`src/rtl/srb_chain_tx_if.sv`:
```
`default_nettype none
// ============================================================================
// Module      : srb_chain_tx_if
// Description : Bundle of the command handshake and SRB chain drive lines
//               for srb_chain_tx.
//               master : command source; drives cmd_*, observes everything else
//               slave  : transmitter; consumes cmd_*, drives ready/chain/status
//               Signals: cmd_valid/cmd_ready handshake, cmd_data (W),
//               cmd_len (LW), cmd_toggle (N), cmd_drain (CW), cmd_abort,
//               srb_start, srb_in, srb_toggle (N), busy, done.
// Revision    : 1.0 - initial release
// ============================================================================
interface srb_chain_tx_if #(
    parameter int N  = 12,
    parameter int W  = 16,
    parameter int LW = 5,
    parameter int CW = 8
);
    logic          cmd_valid;
    logic          cmd_ready;
    logic [W-1:0]  cmd_data;
    logic [LW-1:0] cmd_len;
    logic [N-1:0]  cmd_toggle;
    logic [CW-1:0] cmd_drain;
    logic          cmd_abort;
    logic          srb_start;
    logic          srb_in;
    logic [N-1:0]  srb_toggle;
    logic          busy;
    logic          done;

    modport master (
        output cmd_valid, cmd_data, cmd_len, cmd_toggle, cmd_drain, cmd_abort,
        input  cmd_ready, srb_start, srb_in, srb_toggle, busy, done
    );

    modport slave (
        input  cmd_valid, cmd_data, cmd_len, cmd_toggle, cmd_drain, cmd_abort,
        output cmd_ready, srb_start, srb_in, srb_toggle, busy, done
    );
endinterface
`default_nettype wire

```
`src/rtl/srb_chain_tx.sv`:
```
`default_nettype none
// ============================================================================
// Module      : srb_chain_tx
// Description : Command-driven transmitter for the SRB shift/shortcut chain.
//               Accepts one command (payload, bit count, toggle mask, drain
//               length), serialises the payload LSB first onto srb_in with
//               srb_start high, zero-fills for the drain length, then pulses
//               done for one cycle. cmd_abort cuts SEND/DRAIN short.
// Ports       : clk  - clock, rising edge
//               rst  - synchronous active-high reset
//               bus  - srb_chain_tx_if.slave (command handshake + chain drive)
// Revision    : 1.0 - initial release
// ============================================================================
module srb_chain_tx #(
    parameter int N  = 12,
    parameter int W  = 16,
    parameter int LW = 5,
    parameter int CW = 8
) (
    input  logic         clk,
    input  logic         rst,
    srb_chain_tx_if.slave bus
);

    typedef enum logic [1:0] {
        ST_IDLE  = 2'd0,
        ST_SEND  = 2'd1,
        ST_DRAIN = 2'd2,
        ST_DONE  = 2'd3
    } state_t;

    localparam logic [LW-1:0] c_max_len = LW'(W);
    localparam logic [LW-1:0] c_one_len = LW'(1);
    localparam logic [CW-1:0] c_one_drn = CW'(1);

    state_t        r_state;
    state_t        w_state_nxt;
    logic [W-1:0]  r_shift,   w_shift_nxt;
    logic [LW-1:0] r_bit_cnt, w_bit_cnt_nxt;
    logic [CW-1:0] r_drn_cnt, w_drn_cnt_nxt;
    logic [N-1:0]  r_toggle,  w_toggle_nxt;
    logic          r_in,      w_in_nxt;
    logic          r_start;
    logic          r_busy;
    logic          r_done;
    logic          r_ready;

    logic          w_accept;
    logic [LW-1:0] w_len_clamped;

    // r_ready is high exactly in IDLE, so this is the only accept condition.
    assign w_accept      = bus.cmd_valid && r_ready;
    assign w_len_clamped = (bus.cmd_len > c_max_len) ? c_max_len : bus.cmd_len;

    // Next-state logic. All outputs are registered from the next state, so the
    // value computed here appears on the pins in the cycle the state is entered.
    // Counters hold the number of cycles remaining including the current one.
    always_comb begin
        w_state_nxt   = r_state;
        w_shift_nxt   = r_shift;
        w_bit_cnt_nxt = r_bit_cnt;
        w_drn_cnt_nxt = r_drn_cnt;
        w_toggle_nxt  = r_toggle;
        w_in_nxt      = 1'b0;

        case (r_state)
            ST_IDLE: begin
                if (w_accept) begin
                    // Bit 0 goes straight to srb_in; the register keeps the rest.
                    w_shift_nxt   = bus.cmd_data >> 1;
                    w_bit_cnt_nxt = w_len_clamped;
                    w_drn_cnt_nxt = bus.cmd_drain;
                    w_toggle_nxt  = bus.cmd_toggle;
                    if (w_len_clamped != '0) begin
                        w_state_nxt = ST_SEND;
                        w_in_nxt    = bus.cmd_data[0];
                    end else if (bus.cmd_drain != '0) begin
                        w_state_nxt = ST_DRAIN;
                    end else begin
                        w_state_nxt = ST_DONE;
                    end
                end
            end
            ST_SEND: begin
                if (bus.cmd_abort) begin
                    w_state_nxt = ST_DONE;
                end else if (r_bit_cnt <= c_one_len) begin
                    w_bit_cnt_nxt = '0;
                    w_state_nxt   = (r_drn_cnt != '0) ? ST_DRAIN : ST_DONE;
                end else begin
                    w_in_nxt      = r_shift[0];
                    w_shift_nxt   = r_shift >> 1;
                    w_bit_cnt_nxt = r_bit_cnt - c_one_len;
                end
            end
            ST_DRAIN: begin
                if (bus.cmd_abort) begin
                    w_state_nxt = ST_DONE;
                end else if (r_drn_cnt <= c_one_drn) begin
                    w_drn_cnt_nxt = '0;
                    w_state_nxt   = ST_DONE;
                end else begin
                    w_drn_cnt_nxt = r_drn_cnt - c_one_drn;
                end
            end
            default: begin
                w_state_nxt = ST_IDLE;
            end
        endcase
    end

    always_ff @(posedge clk) begin
        if (rst) begin
            r_state   <= ST_IDLE;
            r_shift   <= '0;
            r_bit_cnt <= '0;
            r_drn_cnt <= '0;
            r_toggle  <= '0;
            r_in      <= 1'b0;
            r_start   <= 1'b0;
            r_busy    <= 1'b0;
            r_done    <= 1'b0;
            r_ready   <= 1'b1;
        end else begin
            r_state   <= w_state_nxt;
            r_shift   <= w_shift_nxt;
            r_bit_cnt <= w_bit_cnt_nxt;
            r_drn_cnt <= w_drn_cnt_nxt;
            r_toggle  <= w_toggle_nxt;
            r_in      <= w_in_nxt;
            r_start   <= (w_state_nxt == ST_SEND) || (w_state_nxt == ST_DRAIN);
            r_busy    <= (w_state_nxt != ST_IDLE);
            r_done    <= (w_state_nxt == ST_DONE);
            r_ready   <= (w_state_nxt == ST_IDLE);
        end
    end

    assign bus.cmd_ready  = r_ready;
    assign bus.srb_start  = r_start;
    assign bus.srb_in     = r_in;
    assign bus.srb_toggle = r_toggle;
    assign bus.busy       = r_busy;
    assign bus.done       = r_done;

endmodule
`default_nettype wire
```
`src/flat_wrapper.sv`:
```
// flat-port wrapper written by rule: the top's interface ports become plain ports
module srb_chain_tx_flat 
#(
    parameter int N  = 12,
    parameter int W  = 16,
    parameter int LW = 5,
    parameter int CW = 8
)
  (clk, rst, bus_cmd_valid, bus_cmd_data, bus_cmd_len, bus_cmd_toggle, bus_cmd_drain, bus_cmd_abort, bus_cmd_ready, bus_srb_start, bus_srb_in, bus_srb_toggle, bus_busy, bus_done);
  srb_chain_tx_if #(.N(N), .W(W), .LW(LW), .CW(CW)) bus_i ();
  input  logic clk;
  input  logic rst;
  input wire logic [$bits(bus_i.cmd_valid)-1:0] bus_cmd_valid;
  input wire logic [$bits(bus_i.cmd_data)-1:0] bus_cmd_data;
  input wire logic [$bits(bus_i.cmd_len)-1:0] bus_cmd_len;
  input wire logic [$bits(bus_i.cmd_toggle)-1:0] bus_cmd_toggle;
  input wire logic [$bits(bus_i.cmd_drain)-1:0] bus_cmd_drain;
  input wire logic [$bits(bus_i.cmd_abort)-1:0] bus_cmd_abort;
  output wire logic [$bits(bus_i.cmd_ready)-1:0] bus_cmd_ready;
  output wire logic [$bits(bus_i.srb_start)-1:0] bus_srb_start;
  output wire logic [$bits(bus_i.srb_in)-1:0] bus_srb_in;
  output wire logic [$bits(bus_i.srb_toggle)-1:0] bus_srb_toggle;
  output wire logic [$bits(bus_i.busy)-1:0] bus_busy;
  output wire logic [$bits(bus_i.done)-1:0] bus_done;
  assign bus_i.cmd_valid = bus_cmd_valid;
  assign bus_i.cmd_data = bus_cmd_data;
  assign bus_i.cmd_len = bus_cmd_len;
  assign bus_i.cmd_toggle = bus_cmd_toggle;
  assign bus_i.cmd_drain = bus_cmd_drain;
  assign bus_i.cmd_abort = bus_cmd_abort;
  assign bus_cmd_ready = bus_i.cmd_ready;
  assign bus_srb_start = bus_i.srb_start;
  assign bus_srb_in = bus_i.srb_in;
  assign bus_srb_toggle = bus_i.srb_toggle;
  assign bus_busy = bus_i.busy;
  assign bus_done = bus_i.done;
  srb_chain_tx #(.N(N), .W(W), .LW(LW), .CW(CW)) u_core (.clk(clk), .rst(rst), .bus(bus_i));
endmodule
```
`config.mk`:
```
export PLATFORM = sky130hd
export DESIGN_NAME = srb_chain_tx_flat
export DESIGN_NICKNAME = d
export VERILOG_FILES = /design/src/rtl/srb_chain_tx_if.sv /design/src/rtl/srb_chain_tx.sv /design/src/flat_wrapper.sv
export SDC_FILE = /design/constraint.sdc
export NUM_CORES = 1
export LEC_CHECK = 0
export CAP_MARGIN = 20
export CORE_AREA = 2 2 79 81
export DETAILED_ROUTE_END_ITERATION = 16
export DIE_AREA = 0 0 81 83
export PLACE_DENSITY = 0.76
export SYNTH_ARGS = -nofsm -noshare
export SYNTH_HDL_FRONTEND = slang
export SYNTH_SLANG_ARGS = --single-unit
```
`constraint.sdc`:
```
create_clock -name clk -period 2.45 [get_ports clk]
set_clock_uncertainty 0.1 [all_clocks]
set_input_delay 0.49 -clock clk [delete_from_list [all_inputs] [get_ports clk]]
set_output_delay 0.49 -clock clk [all_outputs]
set_load 0.05 [all_outputs]
```
## Yosys cells after proc, flatten, opt, wreduce, memory -nomap -nowiden

Index checks and enable logic that the tools add are counted.

- Bits of input ports: 45
- Output and inout bits: 17
- Bits in registers: 48
- Logic and storage cells: 65

- $lt $le $gt $ge: 3
- Eq/ne operators: 9
- Add/subtract/negate cells: 2
- Reduce and logical (&&, ||, !) cells: 14
- Mux-type cells: 27

Operators with widths:

| cell | count |
|---|---|
| 16-bit two-way mux | 3 |
| 16-bit one-hot mux with 2 select lines | 1 |
| 8-bit two-way mux | 3 |
| 5-bit two-way mux | 4 |
| 8-bit one-hot mux with 2 select lines | 1 |
| 8-bit nonzero test | 2 |
| 2-bit two-way mux | 6 |
| 5-bit one-hot mux with 2 select lines | 1 |
| 8-bit by 1-bit less-or-equal comparator with 1-bit output, second input constant | 1 |
| 8-bit by 1-bit subtractor with 8-bit output, second input constant | 1 |
| 2-bit == test, second input constant | 3 |
| 1-bit two-way mux | 6 |
| 2-bit inequality test, second input constant | 3 |
| 2-bit one-hot mux with 3 select lines | 1 |
| 3-bit AND reduction | 2 |
| 2-bit nonzero test | 3 |
| 5-bit > comparator, second input constant | 1 |
| 5-bit by 1-bit less-or-equal comparator with 1-bit output, second input constant | 1 |
| 5-bit nonzero test | 1 |
| 5-bit by 1-bit subtractor with 5-bit output, second input constant | 1 |
| 2-bit by 1-bit == test with 1-bit output, second input constant | 2 |
| 2-bit zero test | 2 |
| 4-bit AND reduction | 1 |
| 2-bit by 1-bit inequality test with 1-bit output, second input constant | 1 |
| other kinds (4) | 4 |

## Longest topological paths before layout

- Depth after elaboration: 8
- Depth in mapped cells: 8
- Mapped depth without buffers: 8

## Worst setup path after synthesis

Ideal clock, no wire load.

- Kind: reg-to-reg
- Start: reg u_core.r_drn_cnt[0]
- End: reg u_core.r_ready, in the netlist u_core.bus.cmd_ready
- Stages on the path, launching flop included: 9
- Period minus slack after synthesis: 2,292 ps
- Arrival: 2,069 ps
- Setup time: 123 ps
- Path buffers: 0
- Slack: 158 ps
- Path through: dfxtp_1 > inv_1 > ha_1 > or3b_2 > o211ai_1 > a22oi_2 > a32o_1 > ha_1 > or2_2

- Longest elaborated chain between the ends: 6
- Elaborated cells on any way between the ends: 9

RTL lines:

| item | RTL line | source |
|---|---|---|
| from (decl) | srb_chain_tx.sv:40 | `logic [CW-1:0] r_drn_cnt, w_drn_cnt_nxt;` |
| from (signal assigned) | srb_chain_tx.sv:128 | `r_drn_cnt <= w_drn_cnt_nxt;` |
| parallel branches: the longest is 4 deep, another holds 8-bit by 1-bit less-or-equal comparator with 1-bit output | n/a |  |
| 2-bit one-hot mux with 3 select lines * | srb_chain_tx.sv:66 | `case (r_state)` |
| 2-bit zero test * | srb_chain_tx.sv:134 | `r_ready <= (w_state_nxt == ST_IDLE);` |
| to (signal assigned) | srb_chain_tx.sv:134 |  |
| to (decl) | srb_chain_tx.sv:46 | `logic r_ready;` |

Mark *: on every way between the ends.
A chain may end at the register's enable or synchronous reset.

## Worst setup path in the final report

- Start: in bus_cmd_len[3]
- End: reg u_core.r_ready, in the netlist u_core.bus.cmd_ready

- Longest elaborated chain between the ends: 7

RTL lines:

| item | RTL line | source |
|---|---|---|
| from (decl) | flat_wrapper.sv:15 | `input wire logic [$bits(bus_i.cmd_len)-1:0] bus_cmd_len;` |
| 5-bit > comparator | srb_chain_tx.sv:53 | `assign w_len_clamped = (bus.cmd_len > c_max_len) ? c_max_len : bus.cmd_len;` |
| 5-bit two-way mux * | srb_chain_tx.sv:53 |  |
| 5-bit nonzero test * | srb_chain_tx.sv:74 | `if (w_len_clamped != '0) begin` |
| 2-bit two-way mux * | srb_chain_tx.sv:74 |  |
| 2-bit two-way mux * | srb_chain_tx.sv:68 | `if (w_accept) begin` |
| 2-bit one-hot mux with 3 select lines * | srb_chain_tx.sv:66 |  |
| 2-bit zero test * | srb_chain_tx.sv:134 |  |

Every way passes the cells marked *; elsewhere a longest branch is shown, timed or not.

==> impl_metrics.csv <==
group,metric,value,unit
yosys,synth_enable_flop_cells,0,
routing,number_of_vias_after_detailed_routing,2446,
timing,count_of_final_max_slew_check_failures,0,
yosys,post-synth-top-area-cell,"dfxtp_1",
yosys,postSynthCellCount,297,
yosys,synth_top_family_by_area,"compound AO/OA/AOI/OAI gates",
min_path,worst_hold_path_type,"flop to flop",
global_route,grt_start_max_net_pins,31,
critical_path,regToRegSetupSlack,0.06,ns
floorplanning,initial_utilization,42.9,%
cells_and_area,multi_input_comb_area,1410,um^2
clock_network,max_buffers_root_to_sink,2,
critical_path,worst_setup_path_end_kind,"flop",
clock_network,cts.clk_slew.worst_paths,0.09,ns
power,power.density_cell_area,1260,nW/um^2
yosys,post_synth_xor_area_fraction,0,%
power,vdd.ir_drop.worst,0.500,mV
yosys,synth-async-reset-ratio,0,%
yosys,mappedNetlistNets,349,
cells_and_area,antennaDiodeCount,0,
routing,routed_wl,6210,um
yosys,synth_seq_cells,47,
yosys,synthesis.area_per_instance,8.40,um^2
cells_and_area,synthToLayoutAreaGrowth,36.1,%
yosys,synth-adder-area-share,3.51,%
yosys,synthesis.yosys.warnings,0,
critical_path,critical-path-max-stage-delay,0.53,ns
yosys,post_synth_and_or_nand_nor_area_fraction,20.8,%
yosys,synth-compound-area-share,31.7,%
power,design_power_total,0.00429,W
yosys,post-synth-top-area-fraction,37.7,%
power,power_leakage,1.23,nW
clock_network,clock-root-buffer,"clkbuf_8",
critical_path,worstReg2RegStart,"u_core.r_drn_cnt[1]",
placement,io_buffers,61,
clock_network,cts_buffers,5,
routing,wire_per_inst,14.0,um
critical_path,crit_path_start_kind,"input port",
yosys,synth.top_cells.by_area,"dfxtp_1 38%, nand2_1 9.0%, a21oi_1 7.4%",
placement,globalplace.congestion,0.922,
min_path,worst_hold_path.num_cells,2,
cells_and_area,regArea,941,um^2
clock_network,cts_htree_levels,2,
critical_path,worstPathArrival,2.51,ns
timing,final-setup-viol-count,0,
critical_path,path_max_fanout,2,
global_route,grt_util_all_layers,18.8,%
timing,least_margin_pin_slew,0.538,ns
timing,final_min_period_over_clock_period,98.6,%
yosys,yosys.cell_types.count,58,
cells_and_area,fillcell_total,537,
routing,drt_first_pass_iters,4,
global_route,grt_first_pass_wirelength,10400,um
timing,fin_hold_ws,0.357,ns
cells_and_area,post_route_cells_drive_above_1_share,14.7,%
routing,count_of_routing_violations_after_the_opening_detailed_route_iteration,209,
job,timing.max_cap.violations,0,
min_path,worstHoldEndpoint,"u_core.bus.srb_toggle[7]",
yosys,post_synth_mux_area_share,0,%
floorplanning,coreArea,5820,um^2
critical_path,worstSetupPathType,"input port to flop",
floorplanning,boundaryPins,62,
floorplanning,floorplan.die.width,81,um
cells_and_area,numnets_final,419,
critical_path,worst-r2r-cell-count,8,
global_route,antenna_found_initial,0,
yosys,synth-seq-area-share,37.7,%
routing,drtAntennaViolNets,0,
cells_and_area,leading_cell_types_in_the_layout_fill_and_taps_excluded,"60 x nand2_1, 59 x clkdlybuf4s50_1, 47 x dfxtp_1, 37 x a21oi_1, 20 x buf_4",
timing,rsz0062_at_grt,"yes",
cells_and_area,layout_commonest_cell,"nand2_1",
critical_path,crit_slowest_cell,"or4_4",
timing,timing.slew.headroom,64.1,%
yosys,synthFlopType,"dfxtp_1",
timing,hold_viol_final,0,
critical_path,cp_data_required_time,2.54,ns
clock_network,post-cts-setup-buffers,0,
clock_network,worst_skew_pair.late_latency,0.31,ns
clock_network,tritoncts,"built",
routing,viasPerCell,5.52,
global_route,grt-ovfl-total,0,
min_path,holdCritStartpoint,"u_core.bus.srb_toggle[7]",
global_route,grt_pass1_vias,2291,
timing,timing.fmax,0.414,GHz
critical_path,worstPathCellList,"clkdlybuf4s50_1 -> or4_4 -> or2_1 -> o22a_1 -> o21a_1 -> ha_1 -> or2_2",
floorplanning,overall_die_area,6720,um^2
routing,drcViolationCount,0,
floorplanning,core.rowCount,28,
floorplanning,die_h,83,um
clock_network,cts-hold-fix-buffers,0,
yosys,synthesis.area,2490,um^2
timing,fin_crit,2.42,ns
run_status,outcome,"finished, final reports clean",
clock_network,clock-sinks,47,
critical_path,r2r-end,"u_core.bus.cmd_ready",
placement,post-dp-hpwl,4560,um
worst max path at each step:
stage | endpoint | slack (ns) | startpoint | cells after the start
4_1_cts | u_core.bus.cmd_ready | 0.02 | bus_cmd_len[2] | 7
5_1_grt | u_core.bus.cmd_ready | -0.03 | u_core.r_drn_cnt[1] | 8
3_3_place_gp | u_core.bus.cmd_ready | -0.35 | bus_cmd_len[1] | 7
3_5_place_dp | u_core.bus.cmd_ready | -0.37 | bus_cmd_len[1] | 7
2_1_floorplan | u_core.bus.cmd_ready | 0.16 | u_core.r_drn_cnt[0] | 8
6_report | u_core.bus.cmd_ready | 0.03 | bus_cmd_len[3] | 7
worst max-delay path: cells and delay by family:
family / cells / cell delay (ns)
buffers and inverters: 1 / 0.42
and+or+nand+nor: 3 / 1.03
adders and majority gates: 1 / 0.17
AOI/OAI and AO/OA: 2 / 0.40
synthesized netlist by cell type, drive strengths merged, types with 2 or more instances:
cell,count
nand2,60
dfxtp,47
a21oi,39
a311oi,15
inv,15
buf,12
o21ai,9
nor2,8
clkbuf,7
ha,7
nor4,6
a32oi,5
nor3,5
o32ai,5
nand2b,4
nor2b,4
a211oi,3
a221oi,3
a31oi,3
and3,3
nand3,3
or2,3
a21o,2
a22oi,2
a32o,2
and2,2
nand3b,2
o21a,2
or4,2
registers in the layout (all words and copies together), names as in the netlist:
signal                 count
u_core.r_state             2
u_core.bus.srb_toggle     12
u_core.r_shift            15
u_core.bus.srb_in          1
u_core.r_bit_cnt           5
u_core.bus.done            1
u_core.bus.srb_start       1
u_core.bus.cmd_ready       1
u_core.bus.busy            1
u_core.r_drn_cnt           8
logic make-up (layout without fill, tap and decap cells):
logic type	count (synthesis)	in the layout
AO/OA/AOI/OAI	103	103
AND/OR/NAND/NOR	106	106
buffers and inverters	34	105
flip-flops	47	47
adder cells (fa/ha/maj)	7	7
stage by stage:
stage / setup TNS [ns] / util [%] / std cells / cell area [um^2] / setup WS, ns
2_1_floorplan: 0 / - / 297 / 2490 / 0.158
3_3_place_gp: -0.948 / 56.1 / 435 / 3260 / -0.346
4_1_cts: 0 / 58.2 / 443 / 3380 / 0.0184
5_1_grt: -0.0314 / 58.4 / 443 / 3390 / -0.0299
6_report: 0 / 58.4 / 443 / 3390 / 0.0335
3_5_place_dp: -1.06 / 56.1 / 435 / 3260 / -0.365
area by class of cell:
| class | count | area share (%) |
|---|---|---|
| multi-input combinational | 216 | 41.6 |
| sequential | 47 | 27.7 |
| timing repair buffer | 82 | 22.8 |
| tap | 75 | 2.76 |
| clock buffer | 5 | 2.03 |
| inverter | 15 | 1.66 |
| clock inverter | 3 | 1.40 |
timing repair:
action | 4_1_cts | 5_1_grt
pin swaps | 3 | 3
gates resized for setup | 2 | 4
cloned | 0 | 0
endpoints found under the setup margin | 2 | 3
metal layers:
metal  global-route usage [%]  vias to the layer above  part of all wire, %
li1                         -                     1230                    -
met1                     25.4                     1141                   45
met2                     29.7                       65                   48
met3                     4.02                       10                  4.8
met4                     6.16                        0                  1.9
met5                        0                        -                    0
report_power, final:
group | leakage [nW] | switching, W | internal, W | total (W)
Sequential | 0.386 | 0.000235 | 0.00103 | 0.00127
Combinational | 0.785 | 0.00140 | 0.00104 | 0.00243
Clock | 0.0587 | 0.000280 | 0.000309 | 0.000590
(Power assumes the default switching activity.)
